`src/rtl/hq_stream_pkg.sv`:
```
`default_nettype none
// ============================================================================
//  Module      : hq_stream_pkg
//  Description : Shared constants and FSM encoding for the Hq element stream
//                transmitter (4x2 complex matrix, row-major).
//  Revision    : 1.0 - initial release
// ============================================================================
package hq_stream_pkg;

   localparam int HQ_ROWS  = 4;
   localparam int HQ_COLS  = 2;
   localparam int HQ_ELEMS = HQ_ROWS * HQ_COLS;

   // Shortest idle gap the G-matrix calculator tolerates between frames
   // (4 streaming cycles plus its done cycle).
   localparam int GAP_MIN  = 5;

   typedef enum logic [1:0] {
      ST_IDLE = 2'd0,
      ST_WAKE = 2'd1,
      ST_SEND = 2'd2,
      ST_GAP  = 2'd3
   } state_t;

endpackage : hq_stream_pkg
`default_nettype wire

```
`src/rtl/hq_pingpong_buf.sv`:
```
`default_nettype none
// ============================================================================
//  Module      : hq_pingpong_buf
//  Description : Two banks of 8 complex entries with a write port, a
//                combinational read port and per-bank full flags.
//  Revision    : 1.0 - initial release
// ============================================================================
module hq_pingpong_buf
   import hq_stream_pkg::*;
#(
   parameter int N = 16
) (
   input  logic                clk,
   input  logic                rst_n,
   input  logic                wr_en,
   input  logic                wr_bank,
   input  logic [2:0]          wr_addr,
   input  logic signed [N-1:0] wr_r,
   input  logic signed [N-1:0] wr_i,
   input  logic                rd_bank,
   input  logic [2:0]          rd_addr,
   output logic signed [N-1:0] rd_r,
   output logic signed [N-1:0] rd_i,
   input  logic                set_full,
   input  logic                set_bank,
   input  logic                clr_full,
   input  logic                clr_bank,
   output logic [1:0]          full
);

   logic signed [N-1:0] r_mem_r [2][HQ_ELEMS];
   logic signed [N-1:0] r_mem_i [2][HQ_ELEMS];
   logic [1:0]          r_full;

   // Sample storage; deliberately not reset so no reset fan-out reaches the array
   always_ff @(posedge clk) begin
      if (wr_en) begin
         r_mem_r[wr_bank][wr_addr] <= wr_r;
         r_mem_i[wr_bank][wr_addr] <= wr_i;
      end
   end

   assign rd_r = r_mem_r[rd_bank][rd_addr];
   assign rd_i = r_mem_i[rd_bank][rd_addr];

   // Each flag is updated independently so a release of one bank and a
   // commit of the other on the same edge are both kept.
   for (genvar b = 0; b < 2; b++) begin : g_flag
      logic w_set_hit;
      logic w_clr_hit;
      assign w_set_hit = set_full & (set_bank == 1'(b));
      assign w_clr_hit = clr_full & (clr_bank == 1'(b));

      // Full flag: set wins over clear (cannot coincide on one bank in use)
      always_ff @(posedge clk or negedge rst_n) begin
         if (!rst_n) begin
            r_full[b] <= 1'b0;
         end else begin
            r_full[b] <= (r_full[b] & ~w_clr_hit) | w_set_hit;
         end
      end
   end

   assign full = r_full;

endmodule : hq_pingpong_buf
`default_nettype wire

```
`src/rtl/hq_stream_transmitter.sv`:
```
`default_nettype none
// ============================================================================
//  Module      : hq_stream_transmitter
//  Description : Ping-pong buffered producer of the framed Hq element stream
//                (wake beat, 8 data beats, enforced idle gap).
//  Revision    : 1.0 - initial release
// ============================================================================
module hq_stream_transmitter
   import hq_stream_pkg::*;
#(
   parameter int N          = 16,
   parameter int GAP_CYCLES = 5
) (
   input  logic                clk,
   input  logic                rst_n,
   input  logic                wr_en,
   input  logic [2:0]          wr_addr,
   input  logic signed [N-1:0] wr_r,
   input  logic signed [N-1:0] wr_i,
   input  logic                wr_commit,
   output logic                wr_ready,
   output logic                Hq_out_valid,
   output logic signed [N-1:0] Hq_out_r,
   output logic signed [N-1:0] Hq_out_i,
   output logic                busy,
   output logic                frame_done,
   output logic                err_overflow
);

   localparam int c_GAP_W = $clog2(GAP_CYCLES + 1);

   if (GAP_CYCLES < GAP_MIN) begin : g_gap_check
      $error("GAP_CYCLES is shorter than the calculator recovery time");
   end

   state_t              r_state;
   logic                r_wr_bank;
   logic                r_rd_bank;
   logic [2:0]          r_elem_cnt;
   logic [c_GAP_W-1:0]  r_gap_cnt;
   logic                r_valid;
   logic signed [N-1:0] r_out_r;
   logic signed [N-1:0] r_out_i;
   logic                r_frame_done;
   logic                r_err;

   logic [1:0]          w_full;
   logic                w_wr_ok;
   logic                w_commit_ok;
   logic                w_release;
   logic [2:0]          w_rd_addr;
   logic signed [N-1:0] w_rd_r;
   logic signed [N-1:0] w_rd_i;

   assign wr_ready    = ~w_full[r_wr_bank];
   assign w_wr_ok     = wr_en & wr_ready;
   assign w_commit_ok = wr_commit & wr_ready;
   assign w_release   = (r_state == ST_SEND) && (r_elem_cnt == 3'd7);

   // Look one element ahead so the registered output carries element
   // elem_cnt during the beat labelled elem_cnt.
   assign w_rd_addr = (r_state == ST_SEND) ? (r_elem_cnt + 3'd1) : 3'd0;

   hq_pingpong_buf #(
      .N (N)
   ) u_buf (
      .clk      (clk),
      .rst_n    (rst_n),
      .wr_en    (w_wr_ok),
      .wr_bank  (r_wr_bank),
      .wr_addr  (wr_addr),
      .wr_r     (wr_r),
      .wr_i     (wr_i),
      .rd_bank  (r_rd_bank),
      .rd_addr  (w_rd_addr),
      .rd_r     (w_rd_r),
      .rd_i     (w_rd_i),
      .set_full (w_commit_ok),
      .set_bank (r_wr_bank),
      .clr_full (w_release),
      .clr_bank (r_rd_bank),
      .full     (w_full)
   );

   // Fill-bank pointer and overflow pulse for rejected writes/commits
   always_ff @(posedge clk or negedge rst_n) begin
      if (!rst_n) begin
         r_wr_bank <= 1'b0;
         r_err     <= 1'b0;
      end else begin
         if (w_commit_ok) begin
            r_wr_bank <= ~r_wr_bank;
         end
         r_err <= (wr_en | wr_commit) & ~wr_ready;
      end
   end

   // Frame FSM with registered stream outputs; data holds while valid is low
   always_ff @(posedge clk or negedge rst_n) begin
      if (!rst_n) begin
         r_state      <= ST_IDLE;
         r_rd_bank    <= 1'b0;
         r_elem_cnt   <= 3'd0;
         r_gap_cnt    <= '0;
         r_valid      <= 1'b0;
         r_out_r      <= '0;
         r_out_i      <= '0;
         r_frame_done <= 1'b0;
      end else begin
         r_frame_done <= 1'b0;
         case (r_state)
            ST_IDLE: begin
               if (w_full[r_rd_bank]) begin
                  r_state <= ST_WAKE;
                  r_valid <= 1'b1;
                  r_out_r <= w_rd_r;
                  r_out_i <= w_rd_i;
               end
            end
            ST_WAKE: begin
               r_state    <= ST_SEND;
               r_elem_cnt <= 3'd0;
               r_valid    <= 1'b1;
               r_out_r    <= w_rd_r;
               r_out_i    <= w_rd_i;
            end
            ST_SEND: begin
               if (r_elem_cnt == 3'd7) begin
                  r_state   <= ST_GAP;
                  r_valid   <= 1'b0;
                  r_rd_bank <= ~r_rd_bank;
                  r_gap_cnt <= c_GAP_W'(GAP_CYCLES - 1);
               end else begin
                  r_elem_cnt   <= r_elem_cnt + 3'd1;
                  r_out_r      <= w_rd_r;
                  r_out_i      <= w_rd_i;
                  r_frame_done <= (r_elem_cnt == 3'd6);
               end
            end
            ST_GAP: begin
               if (r_gap_cnt == '0) begin
                  // Chain straight into the next queued frame to keep the
                  // back-to-back period at wake + 8 beats + gap.
                  if (w_full[r_rd_bank]) begin
                     r_state <= ST_WAKE;
                     r_valid <= 1'b1;
                     r_out_r <= w_rd_r;
                     r_out_i <= w_rd_i;
                  end else begin
                     r_state <= ST_IDLE;
                  end
               end else begin
                  r_gap_cnt <= r_gap_cnt - 1'b1;
               end
            end
            default: begin
               r_state <= ST_IDLE;
               r_valid <= 1'b0;
            end
         endcase
      end
   end

   assign Hq_out_valid = r_valid;
   assign Hq_out_r     = r_out_r;
   assign Hq_out_i     = r_out_i;
   assign frame_done   = r_frame_done;
   assign err_overflow = r_err;
   assign busy         = (r_state != ST_IDLE);

endmodule : hq_stream_transmitter
`default_nettype wire

```
`config.mk`:
```
export PLATFORM = sky130hd
export DESIGN_NAME = hq_stream_transmitter
export DESIGN_NICKNAME = d
export VERILOG_FILES = /design/src/rtl/hq_stream_pkg.sv /design/src/rtl/hq_pingpong_buf.sv /design/src/rtl/hq_stream_transmitter.sv
export SDC_FILE = /design/constraint.sdc
export NUM_CORES = 1
export LEC_CHECK = 0
export ABC_AREA = 1
export CORE_ASPECT_RATIO = 0.6
export CORE_MARGIN = 3
export CORE_UTILIZATION = 44
export CTS_CLUSTER_DIAMETER = 50
export DETAILED_ROUTE_END_ITERATION = 8
export PLACE_DENSITY = 0.62
export REMOVE_ABC_BUFFERS = 1
export SYNTH_ARGS = -nofsm -noshare
export SYNTH_HDL_FRONTEND = slang
export SYNTH_SLANG_ARGS = --single-unit
```
`constraint.sdc`:
```
create_clock -name clk -period 4.43 [get_ports clk]
set_input_delay 0.886 -clock clk [delete_from_list [all_inputs] [get_ports clk]]
set_output_delay 0.886 -clock clk [all_outputs]
set_load 0.005 [all_outputs]
```
==> impl_metrics.ini <==
[status]
status = finished clean

[clock_network]
cts-root-buf = clkbuf_16
clkSinkCount = 559
clk_latency_ps = 590
cts_tree = built
clk_pin_slew_ps = 60
ctsResizeCount = 0
postCtsSetupRepairBufs = 0
cts_buffers = 51
ctsHoldBuffers = 0
cts_max_level = 2
clockBufferDepth = 3

[synthesis]
postSynth.asyncResetShare = 0.08408
synth_cell_types = 26
post-synth-top-area-cell = edfxtp_1
synth-seq-cells = 559
synth_area_sq_mm = 0.02330
syn-instance-count = 2133
yosys_warnings = 0
ys_seq_area_frac = 0.7104
avgSynthCellArea_sq_um = 10.92
synth.top_cell.area_share = 0.6599
synth_edf_count = 512
synth.area.top_cells = edfxtp_1 (66%), nand2_1 (15%), nand3_1 (7.0%), dfrtp_1 (5.0%), inv_1 (2.4%)
synth_top_flop_cell = edfxtp_1

[critical_path]
max_stage_delay_ps = 960
cp-start-kind = register
worstSetupPathType = register to register
path_max_fanout = 63
cp.required_ps = 4940
end_kind = register
path_cells = inv_6 > nand2_1 > o21ai_2 > nand2_1 > nand3_2 > inv_2 > nand2_1 > nand2_1
crit_path_frequent_cell = nand2_1
cp_data_arrival_time_ps = 3900
slowest_stage = inv_2
r2r_cells = 8

[placed_design]
place_area_sq_mm = 0.02465
gp_congestion = 0.8120
placed_cells = 2821
io_buffers = 75
detailed_place_hpwl_um = 30860

[timing]
hold_ws_ps = 374.7
tns_ps = 0
rsz0062_at_grt = no
drv_slew = 0
hold_viol = 0
setup_viol = 0
period_minus_slack_ps = 3388
tightest_slew_ps = 992.6
period_share = 0.7649
clock-skew-final_ps = 18.90
timing.fmax_ghz = 0.2951
relSlewSlack = 0.3383

[final_layout]
fillers = 4512
stdcell_count = 2915
final_area_sq_mm = 0.02636
fin_util = 0.5104
seqCellArea_sq_mm = 0.01655
syn_to_final_growth_pct = 13.15
multi_input_area_sq_mm = 0.005563
drive_above_1_share = 0.06303
final_nets = 2230

[run]
drv_cap = 0

[global_route]
grt_pass1_vias = 14630
gr-total-overflow = 0
antenna_found_initial = 1
gr-usage-all-layers = 0.2108
grt_max_degree = 138
grt_pass1_wl_um = 89290

[die]
io_pins = 76
dieArea_sq_mm = 0.05584
dieWidth_um = 303.1
initial_core_util = 0.4511
core-area_sq_mm = 0.05165
rows = 64
die_h_um = 184.2

[power]
p_seq_frac = 0.438
sw_frac_of_total = 0.3153
peakVddDrop_uv = 320.4
pwr-share-comb = 0.249
pwr-share-clk = 0.313
p_int_mw = 9.913
power_density_mw_per_mm2 = 549.2
cellLeakagePower_nw = 10.45
netSwitchingPower_mw = 4.565

[routing]
drt_pass1_iterations = 5
drt-total-wl_um = 58300
via_count = 15050
wire_per_inst_um = 20.00
drc = 0
drt_iter0_drc = 1497
via_per_inst = 5.162
final_antenna_net_count = 0

[worst_hold_path]
hold_class = input port to asynchronous set/reset pin
cell usage in the layout, fill, tap and decap left out, types with 5 or more instances in the layout:
cell / synthesis / layout
clkbuf_16: 0 / 51
buf_4: 40 / 28
nand3_1: 324 / 324
clkinv_2: 0 / 9
o21ai_0: 13 / 13
buf_12: 0 / 6
ha_1: 10 / 10
bufinv_16: 0 / 8
clkbuf_1: 8 / 12
edfxtp_1: 512 / 512
nor3_2: 0 / 12
clkinv_1: 0 / 5
inv_1: 152 / 152
clkdlybuf4s50_1: 0 / 74
dfrtp_1: 47 / 46
nand2_1: 923 / 922
nor2_4: 1 / 6
Yosys cell counts (7+ instances only):
master and count:
nand2_1 923, edfxtp_1 512, nand3_1 324, inv_1 152, buf_2 61, dfrtp_1 47, buf_4 40, nor3_1 13
o21ai_0 13, ha_1 10, clkbuf_1 8, nor2_1 7
final timing paths:
kind,startpoint,end,slack [ps]
min in group clk,Hq_out_r[10],Hq_out_r[10],480
max in group asynchronous,rst_n,r_rd_bank,3100
hold / removal,rst_n,Hq_out_r[8],370
setup / recovery,r_rd_bank,Hq_out_r[11],1040
hold reg to reg,Hq_out_r[10],Hq_out_r[10],480
setup reg to reg,r_rd_bank,Hq_out_r[11],1040
cell type report:
type	count	area share
repair buffers	109	0.04082
clock buffers	65	0.05117
inverters	157	0.02254
clock inverters	28	0.01348
well taps	693	0.03289
multi-input cells	1303	0.2110
diodes	1	0.00009493
flip-flops and latches	559	0.6280
kinds of logic after synthesis:
kind of cell	count (synthesis)	synth area share
xor+xnor	1	0.0003760
flops	559	0.7104
simple gates	1272	0.2239
compound gates	20	0.004672
buf+inv	271	0.05526
fa+ha+maj	10	0.005370
routing by layer:
layer	up-vias	wire length, um	GRT usage
li1	7180	-	-
met1	7274	26730	0.3146
met2	526	26290	0.3263
met3	68	4216	0.03626
met4	0	1058	0.04508
met5	-	0	0
power by group through the flow:
stage          registers, mW  clock network (mW)  logic [mW]
2_1_floorplan           6.45                   0        2.04
3_3_place_gp            6.45                   0        3.57
3_5_place_dp            6.45                   0        3.61
4_1_cts                 6.35                4.63        3.62
5_1_grt                 6.37                4.89        4.01
6_report                6.34                4.54        3.60
flip-flops by register name (all words and copies together), names as in the netlist:
signal and flops:
r_elem_cnt 3, err_overflow 1, u_buf.r_mem_r 256, r_state 2, r_rd_bank 1, frame_done 1
r_wr_bank 1, Hq_out_valid 1, Hq_out_r 16, Hq_out_i 16, r_gap_cnt 3, u_buf.r_mem_i 256
u_buf.full 2
critical path: cells and delay by family (launching register included):
kind	cells	cell delay, ps
buffers and inverters	2	1310
AND/OR/NAND/NOR	5	1080
flip-flops	1	800
AO/OA/AOI/OAI	1	80
stage by stage:
stage          total power [mW]  setup WS, ps
4_1_cts                   14.60          1092
5_1_grt                   15.27         837.9
2_1_floorplan             8.487         -3674
3_5_place_dp              10.06          1128
3_3_place_gp              10.02          1238
6_report                  14.48          1042
Power figures use the tool's default switching activity.
